===== src/rtl/concat_cmd_sched_if.sv =====
// Command bus between the concat scheduler and the feature read/write DMA engines.
// Latency: none (signal bundle only).
// Backpressure: rd_cmd_ready / wr_cmd_ready stall the scheduler; wr_done returns write credits.
// Ports: master = scheduler side (drives descriptors); slave = DMA side (drives ready and wr_done).
interface concat_cmd_sched_if #(
    parameter int ADDR_W = 32,
    parameter int DIM_W  = 16
) ();
    logic              rd_cmd_valid;
    logic              rd_cmd_ready;
    logic [ADDR_W-1:0] rd_cmd_addr;
    logic [DIM_W-1:0]  rd_cmd_len;
    logic              rd_cmd_tag;
    logic              wr_cmd_valid;
    logic              wr_cmd_ready;
    logic [ADDR_W-1:0] wr_cmd_addr;
    logic [DIM_W-1:0]  wr_cmd_len;
    logic              wr_done;

    modport master (
        output rd_cmd_valid, rd_cmd_addr, rd_cmd_len, rd_cmd_tag,
        input  rd_cmd_ready,
        output wr_cmd_valid, wr_cmd_addr, wr_cmd_len,
        input  wr_cmd_ready, wr_done
    );

    modport slave (
        input  rd_cmd_valid, rd_cmd_addr, rd_cmd_len, rd_cmd_tag,
        output rd_cmd_ready,
        input  wr_cmd_valid, wr_cmd_addr, wr_cmd_len,
        output wr_cmd_ready, wr_done
    );
endinterface


===== src/rtl/concat_cmd_sched.sv =====
// Walks every (channel-group, row) line of a CLS-token concat job and issues write, CLS-read, feature-read descriptors.
// Latency: first wr_cmd_valid 2 cycles after start; done 1 cycle after the last outstanding write completes.
// Backpressure: holds descriptors stable until ready; stops issuing lines while MAX_OUTSTANDING writes are in flight.
// Ports: clk/rst_n (async active-low), start + cfg_* job setup (latched on accept), busy/done status,
//        cmd = master side of concat_cmd_sched_if (rd/wr descriptor handshakes, wr_done completions).
// Optional: define CONCAT_SCHED_PERF_EN to add perf_busy_cyc / perf_stall_cyc saturating counters.
module concat_cmd_sched #(
    parameter int ADDR_W          = 32,
    parameter int DIM_W           = 16,
    parameter int PIX_BYTES       = 32,
    parameter int MAX_OUTSTANDING = 4
) (
    input  logic              clk,
    input  logic              rst_n,
    input  logic              start,
    input  logic [DIM_W-1:0]  cfg_win,
    input  logic [DIM_W-1:0]  cfg_hin,
    input  logic [DIM_W-1:0]  cfg_chg,
    input  logic [ADDR_W-1:0] cfg_in_base,
    input  logic [ADDR_W-1:0] cfg_in_surf,
    input  logic [ADDR_W-1:0] cfg_in_line,
    input  logic [ADDR_W-1:0] cfg_cls_base,
    input  logic [ADDR_W-1:0] cfg_out_base,
    input  logic [ADDR_W-1:0] cfg_out_surf,
    input  logic [ADDR_W-1:0] cfg_out_line,
    output logic              busy,
    output logic              done,
    concat_cmd_sched_if.master cmd
`ifdef CONCAT_SCHED_PERF_EN
    ,
    output logic [31:0]       perf_busy_cyc,
    output logic [31:0]       perf_stall_cyc
`endif
);

    localparam int OW = $clog2(MAX_OUTSTANDING + 1);

    typedef enum logic [2:0] {IDLE, CHK, WR, RCLS, RFEAT, DRAIN, DONE} state_t;

    state_t            state, state_nxt;
    logic [DIM_W-1:0]  win_q, hin_q, chg_q;
    logic [ADDR_W-1:0] in_surf_q, in_line_q, out_surf_q, out_line_q;
    logic [DIM_W-1:0]  g_cnt, h_cnt;
    logic [ADDR_W-1:0] g_out, g_in, h_out, h_in, cls_acc;
    logic [OW-1:0]     outst, outst_nxt;

    logic              accept, wr_hs, rd_hs, at_cap, last_h, last_g;
    logic [DIM_W-1:0]  win_p1;

    assign accept = (state == IDLE) && start;
    assign wr_hs  = cmd.wr_cmd_valid && cmd.wr_cmd_ready;
    assign rd_hs  = cmd.rd_cmd_valid && cmd.rd_cmd_ready;
    assign at_cap = (outst == OW'(MAX_OUTSTANDING));
    assign last_h = (h_cnt == hin_q - DIM_W'(1));
    assign last_g = (g_cnt == chg_q - DIM_W'(1));
    // Output width is one pixel wider (CLS column); carry out of DIM_W is dropped.
    assign win_p1 = win_q + DIM_W'(1);

    // Outstanding writes: a completion in the same cycle as a new write cancels out,
    // and stray completions at zero are ignored.
    always_comb begin
        outst_nxt = outst;
        if (wr_hs && !cmd.wr_done)
            outst_nxt = outst + OW'(1);
        else if (!wr_hs && cmd.wr_done && (outst != '0))
            outst_nxt = outst - OW'(1);
    end

    always_ff @(posedge clk or negedge rst_n) begin
        if (!rst_n) begin
            state <= IDLE;
            outst <= '0;
        end else begin
            state <= state_nxt;
            outst <= outst_nxt;
        end
    end

    always_comb begin
        state_nxt = state;
        case (state)
            IDLE:  if (start) state_nxt = CHK;
            CHK:   state_nxt = ((win_q == '0) || (hin_q == '0) || (chg_q == '0)) ? DONE : WR;
            WR:    if (wr_hs) state_nxt = RCLS;
            RCLS:  if (rd_hs) state_nxt = RFEAT;
            RFEAT: if (rd_hs) state_nxt = (last_h && last_g) ? DRAIN : WR;
            // Look at the post-update count so done follows the final completion by one cycle.
            DRAIN: if (outst_nxt == '0) state_nxt = DONE;
            DONE:  state_nxt = IDLE;
            default: state_nxt = IDLE;
        endcase
    end

    always_comb begin
        busy             = (state != IDLE);
        done             = (state == DONE);
        cmd.wr_cmd_valid = 1'b0;
        cmd.wr_cmd_addr  = '0;
        cmd.wr_cmd_len   = '0;
        cmd.rd_cmd_valid = 1'b0;
        cmd.rd_cmd_addr  = '0;
        cmd.rd_cmd_len   = '0;
        cmd.rd_cmd_tag   = 1'b0;
        case (state)
            WR: begin
                cmd.wr_cmd_valid = !at_cap;
                cmd.wr_cmd_addr  = h_out;
                cmd.wr_cmd_len   = win_p1;
            end
            RCLS: begin
                cmd.rd_cmd_valid = 1'b1;
                cmd.rd_cmd_addr  = cls_acc;
                cmd.rd_cmd_len   = DIM_W'(1);
                cmd.rd_cmd_tag   = 1'b0;
            end
            RFEAT: begin
                cmd.rd_cmd_valid = 1'b1;
                cmd.rd_cmd_addr  = h_in;
                cmd.rd_cmd_len   = win_q;
                cmd.rd_cmd_tag   = 1'b1;
            end
            default: ;
        endcase
    end

    // Line walker: g accumulators hold the surface start, h accumulators the current line.
    always_ff @(posedge clk or negedge rst_n) begin
        if (!rst_n) begin
            win_q      <= '0;
            hin_q      <= '0;
            chg_q      <= '0;
            in_surf_q  <= '0;
            in_line_q  <= '0;
            out_surf_q <= '0;
            out_line_q <= '0;
            g_cnt      <= '0;
            h_cnt      <= '0;
            g_out      <= '0;
            g_in       <= '0;
            h_out      <= '0;
            h_in       <= '0;
            cls_acc    <= '0;
        end else if (accept) begin
            win_q      <= cfg_win;
            hin_q      <= cfg_hin;
            chg_q      <= cfg_chg;
            in_surf_q  <= cfg_in_surf;
            in_line_q  <= cfg_in_line;
            out_surf_q <= cfg_out_surf;
            out_line_q <= cfg_out_line;
            g_cnt      <= '0;
            h_cnt      <= '0;
            g_out      <= cfg_out_base;
            g_in       <= cfg_in_base;
            h_out      <= cfg_out_base;
            h_in       <= cfg_in_base;
            cls_acc    <= cfg_cls_base;
        end else if ((state == RFEAT) && rd_hs) begin
            if (last_h) begin
                h_cnt   <= '0;
                g_cnt   <= g_cnt + DIM_W'(1);
                g_out   <= g_out + out_surf_q;
                g_in    <= g_in + in_surf_q;
                h_out   <= g_out + out_surf_q;
                h_in    <= g_in + in_surf_q;
                cls_acc <= cls_acc + ADDR_W'(PIX_BYTES);
            end else begin
                h_cnt <= h_cnt + DIM_W'(1);
                h_out <= h_out + out_line_q;
                h_in  <= h_in + in_line_q;
            end
        end
    end

`ifdef CONCAT_SCHED_PERF_EN
    logic stall;
    assign stall = ((state == WR) && at_cap)
                 || (cmd.rd_cmd_valid && !cmd.rd_cmd_ready)
                 || (cmd.wr_cmd_valid && !cmd.wr_cmd_ready);

    always_ff @(posedge clk or negedge rst_n) begin
        if (!rst_n) begin
            perf_busy_cyc  <= '0;
            perf_stall_cyc <= '0;
        end else if (accept) begin
            perf_busy_cyc  <= '0;
            perf_stall_cyc <= '0;
        end else begin
            if (busy && (perf_busy_cyc != '1))
                perf_busy_cyc <= perf_busy_cyc + 32'd1;
            if (stall && (perf_stall_cyc != '1))
                perf_stall_cyc <= perf_stall_cyc + 32'd1;
        end
    end
`endif

endmodule


===== src/flat_wrapper.sv =====
// flat-port wrapper written by rule: the top's interface ports become plain ports
module concat_cmd_sched_flat 
#(
    parameter int ADDR_W          = 32,
    parameter int DIM_W           = 16,
    parameter int PIX_BYTES       = 32,
    parameter int MAX_OUTSTANDING = 4
)
  (clk, rst_n, start, cfg_win, cfg_hin, cfg_chg, cfg_in_base, cfg_in_surf, cfg_in_line, cfg_cls_base, cfg_out_base, cfg_out_surf, cfg_out_line, busy, done, cmd_rd_cmd_valid, cmd_rd_cmd_addr, cmd_rd_cmd_len, cmd_rd_cmd_tag, cmd_rd_cmd_ready, cmd_wr_cmd_valid, cmd_wr_cmd_addr, cmd_wr_cmd_len, cmd_wr_cmd_ready, cmd_wr_done);
  concat_cmd_sched_if #(.ADDR_W(ADDR_W), .DIM_W(DIM_W)) cmd_i ();
  input  logic clk;
  input  logic rst_n;
  input  logic start;
  input  logic [DIM_W-1:0] cfg_win;
  input  logic [DIM_W-1:0] cfg_hin;
  input  logic [DIM_W-1:0] cfg_chg;
  input  logic [ADDR_W-1:0] cfg_in_base;
  input  logic [ADDR_W-1:0] cfg_in_surf;
  input  logic [ADDR_W-1:0] cfg_in_line;
  input  logic [ADDR_W-1:0] cfg_cls_base;
  input  logic [ADDR_W-1:0] cfg_out_base;
  input  logic [ADDR_W-1:0] cfg_out_surf;
  input  logic [ADDR_W-1:0] cfg_out_line;
  output logic busy;
  output logic done;
  output wire logic [$bits(cmd_i.rd_cmd_valid)-1:0] cmd_rd_cmd_valid;
  output wire logic [$bits(cmd_i.rd_cmd_addr)-1:0] cmd_rd_cmd_addr;
  output wire logic [$bits(cmd_i.rd_cmd_len)-1:0] cmd_rd_cmd_len;
  output wire logic [$bits(cmd_i.rd_cmd_tag)-1:0] cmd_rd_cmd_tag;
  input wire logic [$bits(cmd_i.rd_cmd_ready)-1:0] cmd_rd_cmd_ready;
  output wire logic [$bits(cmd_i.wr_cmd_valid)-1:0] cmd_wr_cmd_valid;
  output wire logic [$bits(cmd_i.wr_cmd_addr)-1:0] cmd_wr_cmd_addr;
  output wire logic [$bits(cmd_i.wr_cmd_len)-1:0] cmd_wr_cmd_len;
  input wire logic [$bits(cmd_i.wr_cmd_ready)-1:0] cmd_wr_cmd_ready;
  input wire logic [$bits(cmd_i.wr_done)-1:0] cmd_wr_done;
  assign cmd_rd_cmd_valid = cmd_i.rd_cmd_valid;
  assign cmd_rd_cmd_addr = cmd_i.rd_cmd_addr;
  assign cmd_rd_cmd_len = cmd_i.rd_cmd_len;
  assign cmd_rd_cmd_tag = cmd_i.rd_cmd_tag;
  assign cmd_i.rd_cmd_ready = cmd_rd_cmd_ready;
  assign cmd_wr_cmd_valid = cmd_i.wr_cmd_valid;
  assign cmd_wr_cmd_addr = cmd_i.wr_cmd_addr;
  assign cmd_wr_cmd_len = cmd_i.wr_cmd_len;
  assign cmd_i.wr_cmd_ready = cmd_wr_cmd_ready;
  assign cmd_i.wr_done = cmd_wr_done;
  concat_cmd_sched #(.ADDR_W(ADDR_W), .DIM_W(DIM_W), .PIX_BYTES(PIX_BYTES), .MAX_OUTSTANDING(MAX_OUTSTANDING)) u_core (.clk(clk), .rst_n(rst_n), .start(start), .cfg_win(cfg_win), .cfg_hin(cfg_hin), .cfg_chg(cfg_chg), .cfg_in_base(cfg_in_base), .cfg_in_surf(cfg_in_surf), .cfg_in_line(cfg_in_line), .cfg_cls_base(cfg_cls_base), .cfg_out_base(cfg_out_base), .cfg_out_surf(cfg_out_surf), .cfg_out_line(cfg_out_line), .busy(busy), .done(done), .cmd(cmd_i));
endmodule

===== config.mk =====
export PLATFORM = sky130hd
export DESIGN_NAME = concat_cmd_sched_flat
export DESIGN_NICKNAME = d
export VERILOG_FILES = /design/src/rtl/concat_cmd_sched_if.sv /design/src/rtl/concat_cmd_sched.sv /design/src/flat_wrapper.sv
export SDC_FILE = /design/constraint.sdc
export NUM_CORES = 1
export LEC_CHECK = 0
export BUFFER_PORTS_ARGS = -buffer_cell sky130_fd_sc_hd__buf_2
export CAP_MARGIN = 5
export CORE_ASPECT_RATIO = 1.25
export CORE_MARGIN = 2
export CORE_UTILIZATION = 53
export CTS_BUF_LIST = sky130_fd_sc_hd__clkbuf_16
export DETAILED_ROUTE_END_ITERATION = 7
export PLACE_DENSITY = 0.8
export SLEW_MARGIN = 20
export SYNTH_ARGS = -nofsm -noshare
export SYNTH_HDL_FRONTEND = slang
export SYNTH_SLANG_ARGS = --single-unit

===== constraint.sdc =====
create_clock -name clk -period 3.55 [get_ports clk]
set_input_delay 0.71 -clock clk [delete_from_list [all_inputs] [get_ports clk]]
set_output_delay 0.71 -clock clk [all_outputs]
set_load 0.03 [all_outputs]

==> flow_summary.ini, run 1 <==
[outcome]
outcome = finished with violations
violations_in_the_final_reports = setup timing

[timing]
slew_headroom = 0.367
final.setup_skew_ps = 21.4
tightest_slew_ps = 949
fmax_mhz = 270
timing.final.hold_violations = 0
postLayoutSetupSlackWorst_ps = -152
fin_crit_ps = 3700
grt_setup_unrepaired = true
timing_max_transition_violations_final = 0
setup-violations-final = 89
final_min_period_over_clock_period = 1.04

[pwr]
internal_power_mw = 17.0
cellPowerDensity_nw_per_um2 = 1110
ir_drop_mv = 0.765
share_clk_of_total_power = 0.131
share_comb_of_total_power = 0.625
swShare = 0.494
sequential_fraction_of_design_power = 0.243
power_switching_mw = 16.5
p_leak_nw = 14.7

[global_route]
globalRouteTotalUtil = 0.353
grt_max_degree = 173
antenna_found_initial = 0
number_of_global_route_vias_before_repair = 23400
grt_overflow_total = 0
grt_first_pass_wirelength_um = 131000

[hold_path]
worstHoldPathType = in -> async

[final_layout]
final_common_cell = sky130_fd_sc_hd__nand2_1
final_standard_cell_count_with_taps_included_and_fillers_excluded = 4027
layout_common_cells = sky130_fd_sc_hd__nand2_1, sky130_fd_sc_hd__buf_2, sky130_fd_sc_hd__dfrtp_1, sky130_fd_sc_hd__nor2_1, sky130_fd_sc_hd__a21oi_1
ant_diodes = 0
layout.nets = 3834
syn_to_final_growth_pct = 24.6
drive_gt1_frac = 0.221
final_design_area_no_fill_um2 = 30100

[clocking]
tritoncts = built
clk_transition_reported_paths_ps = 60
numCtsBuffers = 41
clk_root_buffer_cell = sky130_fd_sc_hd__clkbuf_16
cts_hold_buffers = 0
cts_max_path_buffers = 3
clk-insertion-delay-late_ps = 590
clock_sink_total = 374
cts-htree-levels = 2

[critical_path]
crit_start = u_core.hin_q[0]
kind_of_critical_path = reg -> reg
startpoint_type_of_the_worst_setup_path = register
critical_path.endpoint_type = register
worst_r2r_startpoint = u_core.hin_q[0]
cp_max_fanout = 6
critical_path_arrival_ps = 4220
cp_data_required_time_ps = 4070

[synth]
synthSimpleGateAreaFrac = 0.237
yosys-mux-area-fraction = 0.00709
synth_nets = 3376
postSynth.asyncResetShare = 1.00
synth.ff_latch_count = 374
yosys_warnings = 0
postSynthAreaPerCell_um2 = 8.17
post_synthesis_compound_gate_area_fraction = 0.191
yosys_most_used_dff = sky130_fd_sc_hd__dfrtp_1
seq_area_frac_synth = 0.387
synth_top_family_by_area = simple AND/OR/NAND/NOR gates
synth_adder_area_share = 0.0727
post_synth_instance_area_um2 = 24200
yosysUniqueCellTypes = 80
synth_enable_flop_cells = 0
synthesized_instance_count = 2960
synthXorXnorAreaFrac = 0.0734

[routing]
final_antenna_violating_net_count = 0
vias_cell = 6.08
routed-via-count = 24500
drt_iter0_drc = 2551
finalWirelength_um = 86900
remaining_drc_errors = 0
routedWlPerCell_um = 21.6
first_pass_iters = 8

[floorplan]
core_area_um2 = 45100
die_area_um2 = 47400
io_pins = 379
std_cell_rows = 87
die_h_um = 243
initial_core_util = 0.536
fp.dieW_um = 195

[placement]
placed_cells = 3909
place.port_buffers = 378
dpl_cell_area_um2 = 27500
gpl.final_weighted_congestion = 0.988
place.detailed.hpwl_um = 63500

[job]
max_cap_violations = 0
[through the flow]
step	util	hold slack (ps)	worst slack [ps]	TNS (ps)	power, mW
global route	0.669	163	-296	-23850	35.6
floorplan	-	414	54.0	0	21.0
finish	0.669	113	-152	-4680	33.5
global placement	0.610	468	-64.3	-195	26.8
detailed placement	0.610	468	-136	-3430	27.3
CTS	0.644	136	-67.8	-643	31.9
[worst paths after layout]
kind | endpoint | cells after the start | slack, ps
setup / recovery | u_core.h_out[31] | 17 | -150
hold / removal | u_core.in_surf_q[26] | 1 | 110
setup reg to reg | u_core.h_out[31] | 17 | -150
hold reg to reg | u_core.in_surf_q[7] | 2 | 480
max in group asynchronous | u_core.out_line_q[22] | 2 | 2540
min in group clk | u_core.out_line_q[15] | 3 | 310
[cell families after synthesis]
kind of cell | count (synthesis)
AO/OA/AOI/OAI | 718
XOR/XNOR | 201
flip-flops | 374
buffers and inverters | 198
adder cells (fa/ha/maj) | 138
AND/OR/NAND/NOR | 1314
multiplexers | 17
[cell usage after synthesis, types with 14 or more instances]
cell / n / area [µm²]
sky130_fd_sc_hd__a211oi_1: 28 / 210
sky130_fd_sc_hd__a21o_1: 51 / 383
sky130_fd_sc_hd__a21oi_1: 171 / 856
sky130_fd_sc_hd__a22o_1: 33 / 289
sky130_fd_sc_hd__a31oi_1: 36 / 225
sky130_fd_sc_hd__and3_1: 77 / 482
sky130_fd_sc_hd__buf_2: 14 / 70.1
sky130_fd_sc_hd__clkbuf_1: 116 / 435
sky130_fd_sc_hd__dfrtp_1: 374 / 9360
sky130_fd_sc_hd__ha_1: 134 / 1680
sky130_fd_sc_hd__inv_1: 58 / 218
sky130_fd_sc_hd__mux2i_1: 16 / 160
sky130_fd_sc_hd__nand2_1: 715 / 2680
sky130_fd_sc_hd__nand2b_1: 19 / 119
sky130_fd_sc_hd__nand3_1: 45 / 225
sky130_fd_sc_hd__nand4_1: 19 / 119
sky130_fd_sc_hd__nor2_1: 265 / 995
sky130_fd_sc_hd__nor2b_1: 16 / 100
sky130_fd_sc_hd__nor3_1: 67 / 335
sky130_fd_sc_hd__o211ai_1: 22 / 165
sky130_fd_sc_hd__o21a_1: 41 / 308
sky130_fd_sc_hd__o21ai_0: 180 / 901
sky130_fd_sc_hd__o21bai_1: 16 / 120
sky130_fd_sc_hd__o22ai_1: 39 / 244
sky130_fd_sc_hd__o31ai_1: 15 / 113
sky130_fd_sc_hd__or3_1: 19 / 119
sky130_fd_sc_hd__xnor2_1: 117 / 1020
sky130_fd_sc_hd__xor2_1: 83 / 727
[critical path, cell delays in order (launching register included)]
cell and delay (ps):
sky130_fd_sc_hd__dfrtp_1 390, sky130_fd_sc_hd__inv_2 80, sky130_fd_sc_hd__ha_4 130, sky130_fd_sc_hd__or3b_4 370
sky130_fd_sc_hd__buf_4 160, sky130_fd_sc_hd__or4_1 410, sky130_fd_sc_hd__o211ai_1 200, sky130_fd_sc_hd__o211ai_1 200
sky130_fd_sc_hd__a2111oi_4 370, sky130_fd_sc_hd__buf_4 170, sky130_fd_sc_hd__a21boi_4 300, sky130_fd_sc_hd__buf_6 150
sky130_fd_sc_hd__buf_8 130, sky130_fd_sc_hd__buf_6 130, sky130_fd_sc_hd__a21oi_2 50, sky130_fd_sc_hd__nor2_2 150
sky130_fd_sc_hd__o21a_1 140, sky130_fd_sc_hd__o22a_1 130
[state kept, by name, summed over array words and instances (netlist names)]
| signal | cells |
|---|---|
| u_core.state | 3 |
| u_core.g_cnt | 16 |
| u_core.in_surf_q | 32 |
| u_core.h_cnt | 16 |
| u_core.cls_acc | 32 |
| u_core.win_q | 16 |
| u_core.h_in | 32 |
| u_core.h_out | 32 |
| u_core.chg_q | 16 |
| u_core.outst | 3 |
| u_core.in_line_q | 32 |
| u_core.out_surf_q | 32 |
| u_core.out_line_q | 32 |
| u_core.hin_q | 16 |
| u_core.g_in | 32 |
| u_core.g_out | 32 |
[layer usage]
layer / global-route usage / vias to the layer above / share of wire
li1: - / 11300 / -
met4: 0.148 / 0 / 0.049
met3: 0.0489 / 210 / 0.081
met2: 0.565 / 1193 / 0.46
met1: 0.481 / 11800 / 0.41
met5: 0 / - / 0
[what timing repair did]
| item | CTS | global route |
|---|---|---|
| gates resized for setup | 28 | 184 |
| cloned | 2 | 4 |
| endpoints found under the setup margin | 77 | 160 |
| pin swaps | 3 | 55 |
| setup buffers | 5 | 33 |
[cell type report]
cell class,count,area [µm²]
Clock buffer,43,1080
Clock inverter,31,267
Fill cell,3782,14900
Inverter,58,218
Multi-Input combinational cell,2388,14800
Sequential cell,374,9360
Tap cell,578,723
Timing Repair Buffer,555,3710
[power groups by stage]
stage | logic (mW) | clock network [mW] | registers, mW
floorplan | 13.7 | 0 | 7.27
global route | 22.7 | 4.61 | 8.29
finish | 20.9 | 4.39 | 8.15
global placement | 18.7 | 0 | 8.03
detailed placement | 19.2 | 0 | 8.06
CTS | 19.4 | 4.43 | 8.03
No activity file was read; power rests on OpenSTA's default activity.
==> inputs of run 2 (changes only) <==
RECOVER_POWER = 100   (was not set)
==> flow_summary.ini, run 2 (synthesis results as in run 1) <==
[routing]
drt_iter0_drc = 2494
finalWirelength_um = 86900
first_pass_iters = 6
remaining_drc_errors = 0
final_antenna_violating_net_count = 0
vias_cell = 6.08
routed-via-count = 24500
routedWlPerCell_um = 21.6

[job]
max_cap_violations = 1

[clocking]
tritoncts = built
numCtsBuffers = 41
cts_hold_buffers = 0
cts-htree-levels = 2
clock_sink_total = 374
clk-insertion-delay-late_ps = 590
clk_root_buffer_cell = sky130_fd_sc_hd__clkbuf_16
cts_max_path_buffers = 3
clk_transition_reported_paths_ps = 70

[global_route]
number_of_global_route_vias_before_repair = 23400
grt_overflow_total = 0
grt_first_pass_wirelength_um = 131000
antenna_found_initial = 0
globalRouteTotalUtil = 0.353
grt_max_degree = 173

[final_layout]
drive_gt1_frac = 0.220
final_common_cell = sky130_fd_sc_hd__nand2_1
syn_to_final_growth_pct = 24.4
final_design_area_no_fill_um2 = 30100
multiInputGateArea_um2 = 14800
layout.nets = 3834
finish.utilization = 0.667
layout_common_cells = sky130_fd_sc_hd__nand2_1, sky130_fd_sc_hd__buf_2, sky130_fd_sc_hd__dfrtp_1, sky130_fd_sc_hd__nor2_1, sky130_fd_sc_hd__a21oi_1
ff_latch_area_um2 = 9360
fillerInstances = 3790

[timing]
slew_headroom = -0.320
fin_crit_ps = 3710
final_min_period_over_clock_period = 1.05
tightest_slew_ps = 1980
timing_max_transition_violations_final = 75
fmax_mhz = 269
final.setup_skew_ps = 21.8
grt_setup_unrepaired = true
timing.final.hold_violations = 0
setup-violations-final = 87
postLayoutSetupSlackWorst_ps = -163

[placement]
gpl.final_weighted_congestion = 0.988
dpl_cell_area_um2 = 27500
place.port_buffers = 378
place.detailed.hpwl_um = 63500

[pwr]
power_switching_mw = 16.5
sequential_fraction_of_design_power = 0.243
swShare = 0.494
ir_drop_mv = 0.763
internal_power_mw = 17.0
share_comb_of_total_power = 0.625
share_clk_of_total_power = 0.131
p_leak_nw = 14.7
cellPowerDensity_nw_per_um2 = 1110

[floorplan]
core_area_um2 = 45100
die_area_um2 = 47400
std_cell_rows = 87
io_pins = 379
fp.dieW_um = 195
initial_core_util = 0.536
die_h_um = 243

[critical_path]
startpoint_type_of_the_worst_setup_path = register
kind_of_critical_path = reg -> reg
critical_path.endpoint_type = register
cp_data_required_time_ps = 4070
cp_max_fanout = 6
critical_path_arrival_ps = 4230
reg2regPathDepth = 16

[outcome]
outcome = finished with violations
violations_in_the_final_reports = capacitance limit, slew limit, setup timing

[hold_path]
worstHoldPathType = in -> reg
hold-path-cell-count = 3
-- run 2: worst paths after layout --
path                                 startpoint               endpoint  slack [ps]
setup / recovery                u_core.hin_q[0]       u_core.h_out[31]        -160
hold / removal                 cfg_out_line[15]  u_core.out_line_q[15]         300
setup reg to reg                u_core.hin_q[0]       u_core.h_out[31]        -160
hold reg to reg            u_core.in_surf_q[11]   u_core.in_surf_q[11]         480
max in group asynchronous                 rst_n       u_core.hin_q[14]         760
min in group asynchronous                 rst_n   u_core.in_surf_q[26]         690
-- run 2: power by group through the flow --
stage	logic, mW	registers, mW	clock network [mW]
floorplan	13.7	7.27	0
global placement	18.7	8.03	0
detailed placement	19.2	8.06	0
CTS	19.4	8.03	4.43
global route	22.7	8.29	4.61
finish	20.9	8.15	4.40
-- run 2: repair_timing --
item	CTS	global route
setup buffers	5	33
endpoints found under the hold margin	0	0
cloned	2	4
resized for setup	28	184
pin swaps	3	55
endpoints found under the setup margin	77	160
-- run 2: per-layer routing --
metal / up-vias / routed length (µm) / global-route usage
met3: 224 / 7310 / 0.0489
li1: 11300 / - / -
met5: - / 0 / 0
met1: 11800 / 35700 / 0.481
met2: 1242 / 39600 / 0.565
met4: 0 / 4220 / 0.148
-- run 2: through the flow --
| step | setup slack [ps] | total power [mW] | hold WS (ps) | cells | setup TNS [ps] |
|---|---|---|---|---|---|
| after floorplan | 54.0 | 21.0 | 414 | 2960 | 0 |
| after global placement | -64.3 | 26.8 | 468 | 3909 | -195 |
| after detailed placement | -136 | 27.3 | 468 | 3909 | -3430 |
| after CTS | -67.8 | 31.9 | 136 | 3990 | -643 |
| after global routing | -296 | 35.6 | 309 | 4027 | -23850 |
| final | -163 | 33.5 | 304 | 4028 | -4670 |
-- run 2: worst max-delay path, stage by stage (launching register included) --
cell and delay (ps):
sky130_fd_sc_hd__dfrtp_1 390, sky130_fd_sc_hd__inv_2 80, sky130_fd_sc_hd__ha_4 130, sky130_fd_sc_hd__or3b_4 370
sky130_fd_sc_hd__or4_4 510, sky130_fd_sc_hd__a2111oi_4 360, sky130_fd_sc_hd__nand4b_1 200, sky130_fd_sc_hd__a2111oi_4 260
sky130_fd_sc_hd__buf_4 170, sky130_fd_sc_hd__a21boi_4 300, sky130_fd_sc_hd__buf_6 150, sky130_fd_sc_hd__buf_8 130
sky130_fd_sc_hd__buf_6 130, sky130_fd_sc_hd__a21oi_2 50, sky130_fd_sc_hd__nor2_2 150, sky130_fd_sc_hd__o21a_1 140
sky130_fd_sc_hd__o22a_1 130
-- run 2: area by class of cell --
type                    instances  share of cell area
well taps                     578              0.0241
flip-flops and latches        374               0.311
diodes                          1           0.0000832
inverters                      58             0.00724
multi-input cells            2388               0.492
clock inverters                31             0.00886
repair buffers                555               0.121
clock buffers                  43              0.0358
